`config.mk`:
```
export PLATFORM = sky130hd
export DESIGN_NAME = updown_seq_ctrl
export DESIGN_NICKNAME = d
export VERILOG_FILES = /design/src/rtl/updown_ctrl_pkg.sv /design/src/rtl/updown_seq_ctrl_rr_arb2.sv /design/src/rtl/updown_seq_ctrl.sv
export SDC_FILE = /design/constraint.sdc
export NUM_CORES = 1
export LEC_CHECK = 0
export CAP_MARGIN = 10
export CORE_MARGIN = 8
export CORE_UTILIZATION = 53
export CTS_BUF_LIST = sky130_fd_sc_hd__clkbuf_2 sky130_fd_sc_hd__clkbuf_4 sky130_fd_sc_hd__clkbuf_8
export DETAILED_ROUTE_END_ITERATION = 10
export HOLD_SLACK_MARGIN = 0.12
export PLACE_DENSITY = 0.87
export REMOVE_ABC_BUFFERS = 1
export SLEW_MARGIN = 25
export SYNTH_ARGS = -nofsm -noshare
export SYNTH_HDL_FRONTEND = slang
export SYNTH_HIERARCHICAL = 1
export SYNTH_SLANG_ARGS = --single-unit
```
`constraint.sdc`:
```
create_clock -name clk_i -period 3.7 [get_ports clk_i]
set_clock_uncertainty 0.15 [all_clocks]
set_input_delay 0.74 -clock clk_i [delete_from_list [all_inputs] [get_ports clk_i]]
set_output_delay 0.74 -clock clk_i [all_outputs]
set_load 0.01 [all_outputs]
```
`src/rtl/updown_ctrl_pkg.sv`:
```
// Shared definitions for the up/down counter sequencing controller.
//   state_e   : controller FSM states
//   DIR_UP    : count direction toward a larger target
//   DIR_DOWN  : count direction toward a smaller target
package updown_ctrl_pkg;

    typedef enum logic [1:0] {
        IDLE = 2'd0,
        RUN  = 2'd1,
        DONE = 2'd2
    } state_e;

    localparam logic DIR_UP   = 1'b1;
    localparam logic DIR_DOWN = 1'b0;

endpackage

```
`src/rtl/updown_seq_ctrl_rr_arb2.sv`:
```
// Two-requester round-robin arbiter (purely combinational).
// The priority pointer register lives in the parent.
//   req_i          : request lines, bit k = requester k
//   prio_i         : requester that wins when both request
//   grant_o        : index of the granted requester
//   grant_valid_o  : at least one request is present
module rr_arb2 (
    input  logic [1:0] req_i,
    input  logic       prio_i,
    output logic       grant_o,
    output logic       grant_valid_o
);

    always_comb begin
        grant_valid_o = |req_i;
        if (req_i == 2'b11) begin
            grant_o = prio_i;
        end else begin
            grant_o = req_i[1];
        end
    end

endmodule

```
`src/rtl/updown_seq_ctrl.sv`:
```
// Scheduler for a shared up/down counter. Two requesters hand in targets
// over valid/ready; the granted one owns the counter, which steps by one per
// cycle toward its target, then receives a single-cycle done pulse.
//
// state | meaning
// ------+---------------------------------------------------------------
// IDLE  | waiting for a request; ready offered to the arbitration winner
// RUN   | counter stepping toward target_q, one step per clock
// DONE  | single cycle, done pulse to owner, round-robin pointer flips
//
// Ports:
//   clk_i          : clock
//   rst_i          : asynchronous active-high reset
//   req_valid_i    : per-requester valid
//   req_target0_i  : target from requester 0
//   req_target1_i  : target from requester 1
//   req_ready_o    : per-requester ready (only in IDLE, only to the winner)
//   abort_i        : cancel the operation in RUN, no done pulse
//   done_o         : completion pulse to the owning requester
//   busy_o         : high in RUN and DONE
//   owner_o        : currently or last granted requester
//   dir_o          : 1 = counting up, 0 = counting down
//   step_o         : count_o changes on the next edge
//   count_o        : counter value
module updown_seq_ctrl
    import updown_ctrl_pkg::*;
#(
    parameter int WIDTH = 4
) (
    input  logic             clk_i,
    input  logic             rst_i,
    input  logic [1:0]       req_valid_i,
    input  logic [WIDTH-1:0] req_target0_i,
    input  logic [WIDTH-1:0] req_target1_i,
    output logic [1:0]       req_ready_o,
    input  logic             abort_i,
    output logic [1:0]       done_o,
    output logic             busy_o,
    output logic             owner_o,
    output logic             dir_o,
    output logic             step_o,
    output logic [WIDTH-1:0] count_o
);

    state_e           state_q;
    logic [WIDTH-1:0] count_q;
    logic [WIDTH-1:0] target_q;
    logic [WIDTH-1:0] count_next;
    logic [WIDTH-1:0] sel_target;
    logic             owner_q;
    logic             dir_q;
    logic             prio_q;
    logic             grant;
    logic             grant_valid;

    rr_arb2 u_arb (
        .req_i         (req_valid_i),
        .prio_i        (prio_q),
        .grant_o       (grant),
        .grant_valid_o (grant_valid)
    );

    assign sel_target = grant ? req_target1_i : req_target0_i;
    assign count_next = (dir_q == DIR_UP) ? count_q + WIDTH'(1) : count_q - WIDTH'(1);

    always_ff @(posedge clk_i or posedge rst_i) begin
        if (rst_i) begin
            state_q  <= IDLE;
            count_q  <= '0;
            target_q <= '0;
            owner_q  <= 1'b0;
            dir_q    <= DIR_UP;
            prio_q   <= 1'b0;
        end else begin
            case (state_q)
                IDLE: begin
                    // grant_valid implies valid & ready on the winner: handshake
                    if (grant_valid) begin
                        target_q <= sel_target;
                        owner_q  <= grant;
                        dir_q    <= (sel_target > count_q) ? DIR_UP : DIR_DOWN;
                        state_q  <= (sel_target == count_q) ? DONE : RUN;
                    end
                end
                RUN: begin
                    // abort wins over the step, even on the final one
                    if (abort_i) begin
                        prio_q  <= ~owner_q;
                        state_q <= IDLE;
                    end else begin
                        count_q <= count_next;
                        if (count_next == target_q) begin
                            state_q <= DONE;
                        end
                    end
                end
                DONE: begin
                    prio_q  <= ~owner_q;
                    state_q <= IDLE;
                end
                default: state_q <= IDLE;
            endcase
        end
    end

    // Ready is gated by reset so a held reset never offers a handshake.
    always_comb begin
        req_ready_o = 2'b00;
        if (state_q == IDLE && grant_valid && !rst_i) begin
            req_ready_o = grant ? 2'b10 : 2'b01;
        end
    end

    assign done_o  = (state_q == DONE) ? (owner_q ? 2'b10 : 2'b01) : 2'b00;
    assign busy_o  = (state_q == RUN) || (state_q == DONE);
    assign step_o  = (state_q == RUN) && !abort_i;
    assign owner_o = owner_q;
    assign dir_o   = dir_q;
    assign count_o = count_q;

endmodule

```
Word-level counts from Yosys, hierarchy flattened --
Index checks and enable logic that the tools add are counted.
Storage, ports and cells: bits in registers 13, logic and storage cells 47, output and inout bits 12, input port bits 13
Operators by class: eq/ne operators 8, bitwise gates (word level) 2, order comparisons 1, muxes and demuxes 15, reductions and logical operators 13, add/sub/neg operators 2
Operator list (number):
- $mux W2 | 8
- $eq A4 B4 Y1 | 2
- $mux W4 | 2
- $reduce_and A2 Y1 | 4
- $add A4 B1 Y4 const B | 1
- $eq A2 B2 Y1 const B | 2
- $gt A4 B4 Y1 | 1
- $ne A2 B2 Y1 const B | 2
- $pmux W2 S2 | 1
- $sub A4 B1 Y4 const B | 1
- $logic_and A1 B1 Y1 | 3
- $mux W1 | 3
- $ne A3 B3 Y1 const B | 1
- $eq A2 B1 Y1 const B | 1
- $logic_not A1 Y1 | 2
- $logic_not A2 Y1 | 1
- $not A1 Y1 | 2
- $pmux W1 S2 | 1
- $reduce_bool A2 Y1 | 1
- $reduce_or A2 Y1 | 1
- $logic_or A1 B1 Y1 | 1

Depth between registers and ports, before layout --
word-level depth 7, depth in mapped cells 10, depth with buffers taken out 9

Modules after synthesis --
The synthesis kept the hierarchy.
By module, submodules not included:
- updown_seq_ctrl | times used 1, seq. area each 326.6 um2, cells each 88, area each 899.6 um2
- rr_arb2 | times used 1, seq. area each 0.0 um2, cells each 3, area each 17.5 um2

Worst setup path before layout --
OpenSTA, ideal clock, no wires.
path type input to register, start input req_valid_i[1], end register state_q[0], required time 3.463 ns, arrival 2.301 ns, stages 8, path slack 1.162 ns, buffers on the path 1, cell sequence a21boi_1 clkbuf_1 mux2_1 ha_1 nand4_1 nand3_1 o221a_1 o211ai_1
On the way: cells in the longest elaborated chain, start to end 7, elaborated cells between the ends (all ways) 10
Ends and longest elaborated chain:
- start, declared | line updown_seq_ctrl.sv:32 | input logic [1:0] req_valid_i,
- $eq A2 B2 Y1 | line updown_seq_ctrl_rr_arb2.sv:16 | if (req_i == 2'b11) begin
- $mux W1 (*) | line updown_seq_ctrl_rr_arb2.sv:16
- $mux W4 (*) | line updown_seq_ctrl.sv:63 | assign sel_target = grant ? req_target1_i : req_target0_i;
- via sel_target[3] | line updown_seq_ctrl.sv:49 | logic [WIDTH-1:0] sel_target;
- $eq A4 B4 Y1 (*) | line updown_seq_ctrl.sv:82 | state_q <= (sel_target == count_q) ? DONE : RUN;
- $mux W2 (*) | line updown_seq_ctrl.sv:82
- $mux W2 (*) | line updown_seq_ctrl.sv:78 | if (grant_valid) begin
- $pmux W2 S2 (*) | line updown_seq_ctrl.sv:75 | case (state_q)
- end signal, assigned | line updown_seq_ctrl.sv:82
- end, declared | line updown_seq_ctrl.sv:45 | state_e state_q;
The timed path passes the listed nets; every way through them passes the cells marked *. The select of a mux whose other input is x is not followed. A chain may end at the register's enable or synchronous reset.

Worst setup path after layout --
start input req_valid_i[0], end output req_ready_o[1]
On the way: cells in the longest elaborated chain, start to end 4, elaborated cells between the ends (all ways) 7
Ends and longest elaborated chain:
- $reduce_or A2 Y1 | line updown_seq_ctrl_rr_arb2.sv:15 | grant_valid_o = |req_i;
- via grant_valid | line updown_seq_ctrl.sv:54 | logic grant_valid;
- $logic_and A1 B1 Y1 (2 in series) | line updown_seq_ctrl.sv:109 | if (state_q == IDLE && grant_valid && !rst_i) begin
- $mux W2 | line updown_seq_ctrl.sv:109
- end, declared | line updown_seq_ctrl.sv:35 | output logic [1:0] req_ready_o,
The timed path passes the listed nets, and every way through them passes these cells.

==> out/results.tsv <==
stage	metric	value	unit
sta	rsz0062_at_grt	no	
clocking	post_cts_resized	0	
global_routing	met2_usage	0.238	
route	avgRoutedWirePerCell	15.1	um
power	irDropWorstVdd	0.614	mV
route	dr.pass1.iters	4	
floorplanning	io_pins	25	
route	num_vias	751	
cells_and_area	n_antenna_cell	0	
worst_setup_path	critPathLaunchType	input pin	
clocking	clkSlewWorstSetupHoldPaths	0.08	ns
floorplanning	rows	15	
clocking	clockBufferDepth	2	
floorplanning	start_util	0.549	
global_routing	grt_max_degree	14	
sta	setup_viol	0	
cells_and_area	layout-drive-gt1-share	0.109	
placed_design	place.gp.congestion	0.834	
route	routed_wl	2060	um
power	power	1.10	mW
sta	setup-tns-final	0	ns
yosys	syn-cell-area	917	um2
floorplanning	dieArea	0.00332	mm2
clocking	cts_setup_buffers	0	
power	p_leak	0.528	nW
clocking	clkLatencyLatePin	0.27	ns
cells_and_area	area_growth	32.2	%
global_routing	top_usage_layer	met2	
yosys	synth_top_area_share	0.327	
yosys	netlist_instances	91	
yosys	ys_ff_latch	13	
job	drv_cap	0	
global_routing	grt_pass1_wl	3550	um
floorplanning	coreArea	0.00167	mm2
run_status	status	finished, final reports clean	
placed_design	hpwl	1740	um
yosys	yosysTopAreaCell	dfrtp_1	
worst_setup_path	reg2reg_from	prio_q	
sta	min_period	3.35	ns
global_routing	grt.total_usage	0.132	
yosys	yosys_warnings	6	
yosys	async_flop_share	1.00	
placed_design	portBuffers	24	
global_routing	antenna_found_initial	0	
cells_and_area	nFillCells	129	
global_routing	use_met1	0.146	
global_routing	overflow	0	
sta	maxSlewViolCount	0	
global_routing	grt_use_met3	0.0381	
worst_setup_path	critPathCaptureType	output pin	
route	via_per_inst	5.52	
sta	slew_headroom	0.663	
clocking	cts.htree.levels	1	
clocking	cts-root-buf	clkbuf_4	
sta	finalHoldViolCount	0	
power	cellPowerDensity	906	mW/mm2
cells_and_area	final_common_cell	clkdlybuf4s50_1	
yosys	synth_edf_count	0	
floorplanning	die_w	57.6	um
clocking	hold_buffers	0	
clocking	cts_tree	yes	
yosys	synthTopCellsByArea	dfrtp_1 (33%), ha_1 (12%), xnor2_1 (8.6%)	
yosys	synth-main-ff-cell	dfrtp_1	
worst_setup_path	path_class	in -> out	
cells_and_area	layout.nets	143	
yosys	synth-seq-area-share	0.356	
route	drt_drc_violations_left	0	
sta	timing.fmax	298	MHz
worst_hold_path	hp-start	prio_q	
sta	fin_crit_sh	0.906	
global_routing	grt_pass1_vias	820	
worst_setup_path	crit_required	2.81	ns
worst_setup_path	rrSetupSlack	1.32	ns
worst_setup_path	worstPathArrival	2.46	ns
yosys	syn_area_per_cell	10.1	um2
worst_setup_path	worstPathMaxFanout	9	
clocking	numCtsBuffers	3	
worst_hold_path	hp-class	reg -> reg	
worst_setup_path	crit_start	req_valid_i[0]	
route	drtIter0Drc	4	
sta	worst_pin_slew	0.505	ns
cells_and_area	final_cell_mix	clkdlybuf4s50_1 (24), dfrtp_1 (12), inv_1 (9), xnor2_1 (9), ha_1 (9)	
route	postRouteAntennaNets	0	
floorplanning	die_y	57.6	um
yosys	ys_types	32	
clocking	clock_sinks	13	
layout make-up:
class | instances | area (um2) | share of cell area
multi-input combinational | 67 | 549 | 0.453
sequential | 13 | 327 | 0.269
timing repair buffer | 25 | 248 | 0.204
inverter | 10 | 37.5 | 0.0310
clock buffer | 4 | 30.0 | 0.0248
tap | 17 | 21.3 | 0.0175
stage by stage:
| stage | cell area, um2 | instances | setup WS [ns] | util | hold WS (ns) |
|---|---|---|---|---|---|
| finish | 1210 | 136 | 0.347 | 0.726 | 0.365 |
| global route | 1210 | 136 | 0.234 | 0.726 | 0.406 |
| global placement | 1180 | 132 | 0.417 | 0.708 | 0.320 |
| detailed placement | 1180 | 132 | 0.337 | 0.708 | 0.358 |
| floorplan | 913 | 90 | 1.13 | - | 0.306 |
| CTS | 1210 | 136 | 0.341 | 0.726 | 0.376 |
sequential cells by signal, indices dropped and copies added, names as in the netlist:
name      cells
dir_o         1
state_q       2
owner_o       1
prio_q        1
count_o       4
target_q      4
per-layer routing:
metal | up-vias | wire length, um
li1 | 362 | -
met1 | 372 | 872
met2 | 13 | 1070
met3 | 4 | 87
met4 | 0 | 26
met5 | - | 0
cell usage after synthesis, types with 2 or more instances:
cell and number:
dfrtp_1 12, ha_1 9, inv_1 9, xnor2_1 9
nand2_1 8, o21ai_1 6, mux2_1 4, mux2_2 3
a21oi_1 2, mux2i_1 2, nand2b_1 2, nand3b_1 2
nor2b_1 2, nor3_1 2, nor3b_1 2
final timing paths:
| check | depth (start not counted) | endpoint |
|---|---|---|
| min in group asynchronous | 2 | target_q[1] |
| max | 5 | req_ready_o[1] |
| max reg2reg | 9 | state_q[0] |
| min reg2reg | 2 | prio_q |
| max in group asynchronous | 2 | dir_o |
| min | 2 | prio_q |
critical path, cell delays in order:
cell,delay [ns]
clkdlybuf4s50_1,0.47
or2_1,0.19
nand2_1,0.24
nor3b_1,0.24
clkdlybuf4s50_1,0.57
logic make-up (layout without fill, tap and decap cells):
family                   Yosys count  after routing  share of synthesized area
AND/OR/NAND/NOR                   24             24                      0.145
buffers and inverters             11             39                     0.0450
flip-flops                        13             13                      0.356
AO/OA/AOI/OAI                     14             14                     0.0982
XOR/XNOR                          10             10                      0.104
adder cells (fa/ha/maj)           10             10                      0.145
multiplexers                       9              9                      0.108
power by group:
group | switching, mW | total (mW) | internal, mW | leakage, nW
sequential | 0.0734 | 0.291 | 0.217 | 0.156
clock | 0.0464 | 0.0954 | 0.0490 | 0.0184
combinational | 0.346 | 0.712 | 0.366 | 0.354
total | 0.466 | 1.10 | 0.633 | 0.528
No activity file was read; power rests on OpenSTA's default activity.
